===== config.mk =====
export PLATFORM = sky130hd
export DESIGN_NAME = updw_sweep_ctrl
export DESIGN_NICKNAME = d
export VERILOG_FILES = /design/src/rtl/updw_sweep_ctrl.sv
export SDC_FILE = /design/constraint.sdc
export NUM_CORES = 1
export LEC_CHECK = 0
export ABC_AREA = 1
export CAP_MARGIN = 15
export CORE_UTILIZATION = 51
export CTS_BUF_LIST = sky130_fd_sc_hd__clkbuf_8
export DETAILED_ROUTE_END_ITERATION = 10
export PLACE_DENSITY = 0.75
export REMOVE_ABC_BUFFERS = 1
export SLEW_MARGIN = 40
export SYNTH_ARGS = -nofsm -noshare
export SYNTH_HDL_FRONTEND = slang
export SYNTH_SLANG_ARGS = --single-unit

===== constraint.sdc =====
create_clock -name i_clk -period 3.58 [get_ports i_clk]
set_input_delay 0.895 -clock i_clk [delete_from_list [all_inputs] [get_ports i_clk]]
set_output_delay 0.895 -clock i_clk [all_outputs]
set_load 0.005 [all_outputs]

===== src/rtl/updw_sweep_ctrl.sv =====
// Triangle-sweep sequencer: counts 0 -> UPBND -> 0 a programmable number of
// times, with start, pause, abort and a one-cycle completion pulse.
module updw_sweep_ctrl #(
  parameter  int UPBND   = 11,
  parameter  int BW_NSWP = 4,
  localparam int CW      = $clog2(UPBND + 1)
) (
  input  logic               i_clk,
  input  logic               i_rst,
  input  logic               i_start,
  input  logic [BW_NSWP-1:0] i_nsweep,
  input  logic               i_pause,
  input  logic               i_abort,
  output logic [CW-1:0]      o_cnt,
  output logic               o_mode,
  output logic               o_busy,
  output logic               o_done,
  output logic [BW_NSWP-1:0] o_sweep
);

  typedef enum logic [1:0] {
    S_IDLE,
    S_UP,
    S_DOWN,
    S_DONE
  } state_e;

  localparam logic [CW-1:0] PEAK = CW'(UPBND);
  localparam logic [CW-1:0] ONE  = CW'(1);

  state_e             state_q, state_d;
  logic [CW-1:0]      cnt_q, cnt_d;
  logic [BW_NSWP-1:0] sweep_q, sweep_d;
  logic [BW_NSWP-1:0] nsw_q, nsw_d;
  logic               mode_q, mode_d;
  logic               busy_q, busy_d;
  logic               done_q, done_d;

  always_ff @(posedge i_clk or posedge i_rst) begin
    if (i_rst) begin
      state_q <= S_IDLE;
      cnt_q   <= '0;
      sweep_q <= '0;
      nsw_q   <= '0;
      mode_q  <= 1'b1;
      busy_q  <= 1'b0;
      done_q  <= 1'b0;
    end else begin
      state_q <= state_d;
      cnt_q   <= cnt_d;
      sweep_q <= sweep_d;
      nsw_q   <= nsw_d;
      mode_q  <= mode_d;
      busy_q  <= busy_d;
      done_q  <= done_d;
    end
  end

  always_comb begin
    state_d = state_q;
    cnt_d   = cnt_q;
    sweep_d = sweep_q;
    nsw_d   = nsw_q;
    unique case (state_q)
      S_IDLE: begin
        cnt_d = '0;
        if (i_start && (i_nsweep != '0)) begin
          nsw_d   = i_nsweep;
          sweep_d = '0;
          state_d = S_UP;
        end
      end
      S_UP: begin
        if (i_abort) begin
          state_d = S_IDLE;
          cnt_d   = '0;
        end else if (!i_pause) begin
          if (cnt_q == PEAK) begin
            cnt_d   = PEAK - ONE;
            state_d = S_DOWN;
          end else begin
            cnt_d = cnt_q + ONE;
          end
        end
      end
      S_DOWN: begin
        if (i_abort) begin
          state_d = S_IDLE;
          cnt_d   = '0;
        end else if (!i_pause) begin
          if (cnt_q != '0) begin
            cnt_d = cnt_q - ONE;
          end else begin
            // Next sweep restarts at 1 so the valley value is not repeated
            sweep_d = sweep_q + 1'b1;
            if (sweep_d == nsw_q) begin
              state_d = S_DONE;
              cnt_d   = '0;
            end else begin
              state_d = S_UP;
              cnt_d   = ONE;
            end
          end
        end
      end
      S_DONE: begin
        state_d = S_IDLE;
        cnt_d   = '0;
      end
      default: begin
        state_d = S_IDLE;
        cnt_d   = '0;
      end
    endcase
  end

  always_comb begin
    mode_d = (state_d != S_DOWN);
    busy_d = (state_d == S_UP) || (state_d == S_DOWN);
    done_d = (state_d == S_DONE);
  end

  assign o_cnt   = cnt_q;
  assign o_mode  = mode_q;
  assign o_busy  = busy_q;
  assign o_done  = done_q;
  assign o_sweep = sweep_q;

endmodule


==> out/qor.yml, run 1 <==
status: "finished clean"
critPathTopFamily: "buffers and inverters"
core_um2: 1982
num_io_pins: 20
layout_common_cells: "nand2_1, inv_1, clkdlybuf4s50_1"
cts_resized: 0
synth-seq-cells: 17
ant_nets: 0
final_nets: 183
vias: 996
grt_pass1_wl_um: 3394
swShare_pct: 33.52
wl_per_cell_um: 10.90
initial_core_util_pct: 54.42
postCtsSetupRepairBufs: 0
drt-total-wl_um: 2125
io_buffers: 19
path_max_fanout: 10
final_common_cell: "nand2_1"
p_int_w: 0.0003591
worstSetupStartpointType: "flop"
criticalPathCategory: "flop to output port"
cts_tree: "built"
r2r_setup_slack_ns: 1.68
die_area_um2: 2303
p_leak_nw: 0.6360
num_rows: 16
seqPwrFrac_pct: 45.4
gp_congestion: 0.8452
critPathMaxStageDelay_ns: 0.57
clkLatencyLatePin_ns: 0.25
htree_levels: 1
period_needed_ns: 2.265
async_reset_ff_share_pct: 100.0
timing.rr.start: "o_cnt[0]$_DFFE_PP0P_"
max_clock_freq_mhz: 441.5
finalCritPeriodShare_pct: 63.27
reg2reg_to: "o_busy$_DFF_PP0_"
synth-edff-count: 0
synth_top_area_share_pct: 37.12
powerDensity_nw_per_um2: 403.0
clock-sinks: 17
avgSynthCellArea_um2: 7.387
ys.flop_type: "dfrtp_1"
finalClockSkew_ns: 0.002960
dr.pass1.iters: 4
path_buf_inv: 1
chipWidth_um: 47.99
switchingPower_w: 0.0001810
holdPathEnd: "o_sweep[3]$_DFFE_PP0P_"
drc: 0
hpwl_um: 1642
setup_violations: 0
p_total_w: 0.0005401
cp_data_arrival_time_ns: 1.37
vias_per_cell: 5.108
design_area_um2: 1340
slew_headroom_pct: 56.73
drive_above_1_share_pct: 10.12
placed_cell_area_um2: 1295
cts_buffer_depth: 2
root_buffer: "clkbuf_8"
rsz0062_at_grt: "no"
path_cells: "clkdlybuf4s50_1"
path_clk_slew_ns: 0.07
holdBufCountCts: 0
die_y_um: 47.99
hold_path_class: "flop to flop"
worst_pin_slew_ns: 0.6483
comb_power_share_pct: 28.0
synth_warnings: 0
hold_depth: 2
r2r_cells: 12
report.final.slew_viol_count: 0
netlist_top_cells_area: "dfrtp_1, nand2_1, inv_1, nand3_1, ha_1"
area_growth_pct: 24.25
antenna_found_initial: 0
ys_seq_area_share_pct: 39.56
postSynthCellCount: 146
synth.distinct_cells: 24
crit_slowest_cell: "clkdlybuf4s50_1"
finalSetupTns_ns: 0
hold_viol: 0
min_from: "o_sweep[3]$_DFFE_PP0P_"
crit_required_ns: 2.68
first_global_vias: 815
cts_buffers: 3
pwr-share-clk_pct: 26.6
diodes: 0
globalRouteTotalUtil_pct: 21.60
cp-end-kind: "output port"
initialDrtViolationCount: 25
max_cap_violations: 0
synth_area_um2: 1079
synth_top_cell_by_area: "dfrtp_1"
peakVddDrop_v: 0.0002923
grt_overflow: 0
grt_max_degree: 18
[layer usage]
layer  vias up  GRT usage (%)  wire length [um]
li1        518              -                 -
met1       452          29.40              1048
met2        21          33.51               973
met3         5          3.396                62
met4         0          10.00                40
met5         -              0                 0
[flip-flops by register name, indices dropped and copies added, names as in the netlist]
signal,cells
nsw_q,4
o_busy,1
o_cnt,4
o_done,1
o_mode,1
o_sweep,4
state_q,2
[power by group through the flow]
| stage | sequential (W) | combinational (W) | clock [W] |
|---|---|---|---|
| 6_report | 0.000245 | 0.000151 | 0.000144 |
| 5_1_grt | 0.000250 | 0.000175 | 0.000154 |
| 4_1_cts | 0.000245 | 0.000153 | 0.000148 |
| 3_5_place_dp | 0.000248 | 0.000152 | 0 |
| 3_3_place_gp | 0.000248 | 0.000149 | 0 |
| 2_1_floorplan | 0.000244 | 0.0000991 | 0 |
[through the flow]
stage | setup slack, ns | instances | hold slack (ns) | util, %
after global placement | 1.267 | 191 | 0.5402 | 65.34
final | 1.315 | 195 | 0.5652 | 67.61
after floorplan | 1.783 | 145 | 0.5298 | -
after CTS | 1.300 | 195 | 0.5715 | 67.61
after global routing | 1.219 | 195 | 0.5988 | 67.61
after detailed placement | 1.200 | 191 | 0.5507 | 65.34
[synthesized netlist by cell type (2+ instances only)]
cell type and n:
nand4_1 2, dfrtp_1 16, inv_2 5, nand3_1 13, inv_1 19, ha_1 5
o21ai_0 12, o211ai_1 2, nand2_1 39, nand2_2 2, nor3_1 2, nor2_1 12
a31oi_1 2, a21oi_1 5
[worst reg2reg max path, stage by stage, from the launching register on]
cell     delay (ns)
dfrtp_1        0.47
inv_1          0.11
ha_1           0.25
nand2_1        0.16
inv_2          0.07
nand3_1        0.08
nor2_1         0.04
nand2_1        0.07
nand2_1        0.06
nand2_1        0.07
nand2_1        0.08
ha_1           0.29
inv_1          0.04
[worst max path at each step]
stage | start | endpoint | slack (ns) | cells after the start
floorplan | i_abort | o_busy$_DFF_PP0_ | 1.78 | 8
global placement | i_abort | o_busy$_DFF_PP0_ | 1.27 | 9
detailed placement | i_abort | o_busy$_DFF_PP0_ | 1.20 | 9
CTS | o_cnt[2]$_DFFE_PP0P_ | o_cnt[2] | 1.30 | 1
global route | o_cnt[2]$_DFFE_PP0P_ | o_cnt[2] | 1.22 | 1
finish | o_cnt[2]$_DFFE_PP0P_ | o_cnt[2] | 1.32 | 1
[final cells by class]
cell class / instances / area [um^2]
fill: 160 / 641.9
multi-input combinational: 104 / 554.3
sequential: 17 / 426.7
timing repair buffer: 19 / 190.2
inverter: 24 / 90.09
clock buffer: 3 / 41.29
tap: 27 / 33.78
clock inverter: 1 / 3.754
[logic make-up after synthesis]
group                    share of synthesized area [%]
buffers and inverters                            9.049
flip-flops                                       39.56
XOR/XNOR                                        0.8122
AND/OR/NAND/NOR                                  30.74
AO/OA/AOI/OAI                                    14.04
adder cells (fa/ha/maj)                          5.800
No activity file was read; power rests on OpenSTA's default activity.
==> inputs of run 2 (changes only) <==
==> constraint.sdc (replaced) <==
create_clock -name i_clk -period 2.31 [get_ports i_clk]
set_input_delay 0.5775 -clock i_clk [delete_from_list [all_inputs] [get_ports i_clk]]
set_output_delay 0.5775 -clock i_clk [all_outputs]
set_load 0.005 [all_outputs]
==> out/qor.yml, run 2 (synthesis results as in run 1) <==
status: "finished clean"
num_rows: 16
wl_per_cell_um: 11.26
critPathTopFamily: "buffers and inverters"
hold_viol: 0
crit_required_ns: 1.73
first_global_vias: 871
peakVddDrop_v: 0.0004802
reg2reg_to: "o_busy$_DFF_PP0_"
dp.cells: 192
max_clock_freq_mhz: 514.5
path_clk_slew_ns: 0.07
multi_input_area_um2: 554.3
slew_headroom_pct: 56.62
drc: 0
setup_violations: 0
worst_pin_slew_ns: 0.6499
timing.rr.start: "o_cnt[0]$_DFFE_PP0P_"
p_int_w: 0.0005591
grt_overflow: 0
worstSetupStartpointType: "flop"
critPathMaxStageDelay_ns: 0.57
final_common_cell: "nand2_1"
core_um2: 1982
htree_levels: 1
finalClockSkew_ns: 0.002025
finalSetupTns_ns: 0
cts_buffers: 3
root_buffer: "clkbuf_8"
diodes: 0
antenna_found_initial: 0
die_y_um: 47.99
final_cells: 196
layout_common_cells: "nand2_1, inv_1, clkdlybuf4s50_1"
dr.pass1.iters: 4
crit_slowest_cell: "clkdlybuf4s50_1"
cts_tree: "built"
powerDensity_nw_per_um2: 626.3
globalRouteTotalUtil_pct: 22.67
hpwl_um: 1656
num_io_pins: 20
rsz0062_at_grt: "no"
chipWidth_um: 47.99
die_area_um2: 2303
initial_core_util_pct: 54.42
r2r_cells: 12
holdBufCountCts: 0
fill_cells: 160
min_from: "nsw_q[1]$_DFFE_PP0P_"
cts_resized: 0
initialDrtViolationCount: 15
drive_above_1_share_pct: 10.65
p_leak_nw: 0.6411
seq_area_um2: 426.7
finalCritPeriodShare_pct: 84.14
p_total_w: 0.0008440
area_growth_pct: 24.94
cp-end-kind: "output port"
swShare_pct: 33.75
gp_congestion: 0.8389
postCtsSetupRepairBufs: 0
path_max_fanout: 10
drt-total-wl_um: 2206
path_cells: "clkdlybuf4s50_1"
r2r_setup_slack_ns: 0.43
hold_depth: 2
grt_pass1_wl_um: 3588
clkLatencyLatePin_ns: 0.25
report.final.slew_viol_count: 0
cp_data_arrival_time_ns: 1.37
fin_hold_ws_ns: 0.5620
vias: 990
comb_power_share_pct: 28.3
path_buf_inv: 1
period_needed_ns: 1.944
max_cap_violations: 0
clock-sinks: 17
ant_nets: 0
vias_per_cell: 5.051
hold_path_class: "flop to flop"
pwr-share-clk_pct: 26.6
seqPwrFrac_pct: 45.1
io_buffers: 19
switchingPower_w: 0.0002848
grt_max_degree: 18
cts_buffer_depth: 2
holdPathEnd: "nsw_q[1]$_DFFE_PP0P_"
criticalPathCategory: "flop to output port"
final_nets: 184
[run 2: cell types whose count changed in the layout (fill, tap and decap cells not counted)]
cell   before  now
buf_4       0    1
[run 2: worst max path at each step]
stage	startpoint	end	cells after the start
after floorplan	o_cnt[0]$_DFFE_PP0P_	o_busy$_DFF_PP0_	12
after global routing	o_cnt[0]$_DFFE_PP0P_	o_busy$_DFF_PP0_	12
after detailed placement	i_abort	o_busy$_DFF_PP0_	9
after global placement	i_abort	o_busy$_DFF_PP0_	9
after CTS	o_cnt[2]$_DFFE_PP0P_	o_cnt[2]	1
final	o_cnt[2]$_DFFE_PP0P_	o_cnt[2]	1
[run 2: routing by layer]
layer / GRT usage, % / up-vias / part of all wire (%)
met5: 0 / - / 0
met4: 10.00 / 0 / 0.59
met3: 4.906 / 2 / 4.2
met2: 33.51 / 23 / 47
met1: 31.64 / 447 / 48
li1: - / 518 / -
[run 2: cell type report]
cell class	count	share of cell area, %
clock buffers	3	3.064
clock inverters	1	0.2786
well taps	27	2.507
repair buffers	20	14.67
inverters	24	6.685
flip-flops and latches	17	31.66
multi-input cells	104	41.13
[run 2: stage by stage]
stage	cell area (um^2)	setup slack [ns]	util [%]
2_1_floorplan	1071	0.6756	-
3_3_place_gp	1303	0.3168	65.72
3_5_place_dp	1303	0.2820	65.72
4_1_cts	1348	0.3498	67.99
5_1_grt	1348	0.2420	67.99
6_report	1348	0.3663	67.99
[run 2: power groups by stage]
stage | registers, W | logic [W] | clock network [W]
floorplan | 0.000378 | 0.000154 | 0
global placement | 0.000384 | 0.000234 | 0
detailed placement | 0.000386 | 0.000238 | 0
CTS | 0.000381 | 0.000241 | 0.000233
global route | 0.000387 | 0.000278 | 0.000245
finish | 0.000381 | 0.000239 | 0.000224
==> inputs of run 3 (changes only) <==
--- a/config.mk
+++ b/config.mk
@@ -7,10 +7,10 @@
 export LEC_CHECK = 0
 export ABC_AREA = 1
 export CAP_MARGIN = 15
-export CORE_UTILIZATION = 51
+export CORE_UTILIZATION = 48
 export CTS_BUF_LIST = sky130_fd_sc_hd__clkbuf_8
 export DETAILED_ROUTE_END_ITERATION = 10
-export PLACE_DENSITY = 0.75
+export PLACE_DENSITY = 0.74
 export REMOVE_ABC_BUFFERS = 1
 export SLEW_MARGIN = 40
 export SYNTH_ARGS = -nofsm -noshare
==> constraint.sdc (replaced) <==
create_clock -name i_clk -period 1.65 [get_ports i_clk]
set_input_delay 0.4125 -clock i_clk [delete_from_list [all_inputs] [get_ports i_clk]]
set_output_delay 0.4125 -clock i_clk [all_outputs]
set_load 0.005 [all_outputs]
==> out/qor.yml, run 3 (synthesis results as in run 1) <==
final_nets: 212
gp_congestion: 0.8530
grt_pass1_wl_um: 4271
vias_per_cell: 5.054
crit_required_ns: 1.81
pre_cts_slack_ns: -0.1364
diodes: 0
max_cap_violations: 0
chipWidth_um: 49.40
htree_levels: 1
cp-end-kind: "flop"
status: "finished, violations left"
initialDrtViolationCount: 31
layout_common_cells: "nand2_1, buf_4, inv_1"
hold_path_class: "input pin to async pin"
cp_data_arrival_time_ns: 1.86
worst_pin_slew_ns: 0.3498
core_um2: 2042
criticalPathCategory: "flop to flop"
finalCritPeriodShare_pct: 103.3
drc: 0
cts_buffers: 3
hpwl_um: 1877
slew_headroom_pct: 76.50
area_growth_pct: 51.39
worstSetupStartpointType: "flop"
ant_nets: 0
peakVddDrop_v: 0.0006224
initial_core_util_pct: 52.82
worst_slack_ns: -0.05416
holdBufCountCts: 0
cts_tree: "built"
report.final.slew_viol_count: 0
final_cells: 224
first_global_vias: 1048
io_buffers: 19
die_y_um: 49.40
clkLatencyLatePin_ns: 0.25
drt-total-wl_um: 2688
hold_viol: 0
p_leak_nw: 0.8019
path_max_fanout: 3
rsz0062_at_grt: "yes"
violations: "negative setup slack"
clock-sinks: 17
path_clk_slew_ns: 0.07
root_buffer: "clkbuf_8"
powerDensity_nw_per_um2: 835.3
dp.cells: 210
finalSetupTns_ns: -0.08464
vias: 1132
cts_buffer_depth: 2
grt_overflow: 0
grt_max_degree: 13
num_rows: 16
setup_violations: 2
finalClockSkew_ns: 0.001162
fin_hold_ws_ns: 0.3989
globalRouteTotalUtil_pct: 22.61
num_io_pins: 20
period_needed_ns: 1.704
max_clock_freq_mhz: 586.8
dr.pass1.iters: 4
drive_above_1_share_pct: 30.96
wl_per_cell_um: 12.00
die_area_um2: 2440
antenna_found_initial: 0
final_common_cell: "nand2_1"
## run 3: per-stage QoR
step	instance area, um^2	power [W]	utilization [%]
floorplan	1071	0.0007447	-
global placement	1438	0.0009489	70.40
detailed placement	1438	0.0009659	70.40
CTS	1540	0.001302	75.43
global route	1633	0.001441	79.96
finish	1633	0.001364	79.96
## run 3: critical path, stage by stage (launching register included)
cell and delay [ns]:
dfrtp_2 0.44, ha_4 0.29, inv_2 0.03, nand2_1 0.04, nand2_1 0.05, nand3_1 0.06
nor2_1 0.05, nand2_1 0.09, nand2_1 0.07, nand2_2 0.09, nand2_2 0.09, ha_4 0.27
inv_2 0.02
## run 3: power breakdown
group / switching (W) / internal (W) / total (W) / leakage [nW]
sequential: 0.0000513 / 0.000471 / 0.000522 / 0.216
combinational: 0.000257 / 0.000271 / 0.000528 / 0.561
clock: 0.000146 / 0.000168 / 0.000314 / 0.0255
total: 0.000454 / 0.000910 / 0.00136 / 0.802
## run 3: cell type report
| cell class | count | area [um^2] |
|---|---|---|
| clock buffer | 3 | 41.29 |
| clock inverter | 1 | 5.005 |
| fill | 139 | 409.1 |
| inverter | 24 | 90.09 |
| multi-input combinational | 104 | 611.8 |
| sequential | 17 | 430.4 |
| tap | 27 | 33.78 |
| timing repair buffer | 48 | 420.4 |
## run 3: worst paths after layout
path | to | from | cells past startpoint | slack [ns]
worst max-delay path | o_busy$_DFF_PP0_ | o_sweep[1]$_DFFE_PP0P_ | 12 | -0.05
max in group asynchronous | o_sweep[1]$_DFFE_PP0P_ | i_rst | 3 | 0.81
worst max register to register | o_busy$_DFF_PP0_ | o_sweep[1]$_DFFE_PP0P_ | 12 | -0.05
worst min register to register | nsw_q[0]$_DFFE_PP0P_ | nsw_q[0]$_DFFE_PP0P_ | 2 | 0.57
min in group i_clk | nsw_q[0]$_DFFE_PP0P_ | nsw_q[0]$_DFFE_PP0P_ | 2 | 0.57
worst min-delay path | o_busy$_DFF_PP0_ | i_rst | 2 | 0.40
## run 3: repair_timing
action | CTS | global route
buffers inserted | 4 | 6
gates resized for setup | 12 | 13
endpoints found under the hold margin | 0 | 0
endpoints found under the setup margin | 8 | 5
pin swaps | 0 | 6
## run 3: per-layer routing
layer	global-route usage (%)	share of wire, %
met1	29.45	43
met2	38.36	51
met3	2.181	4.1
met4	9.048	1.3
met5	0	0
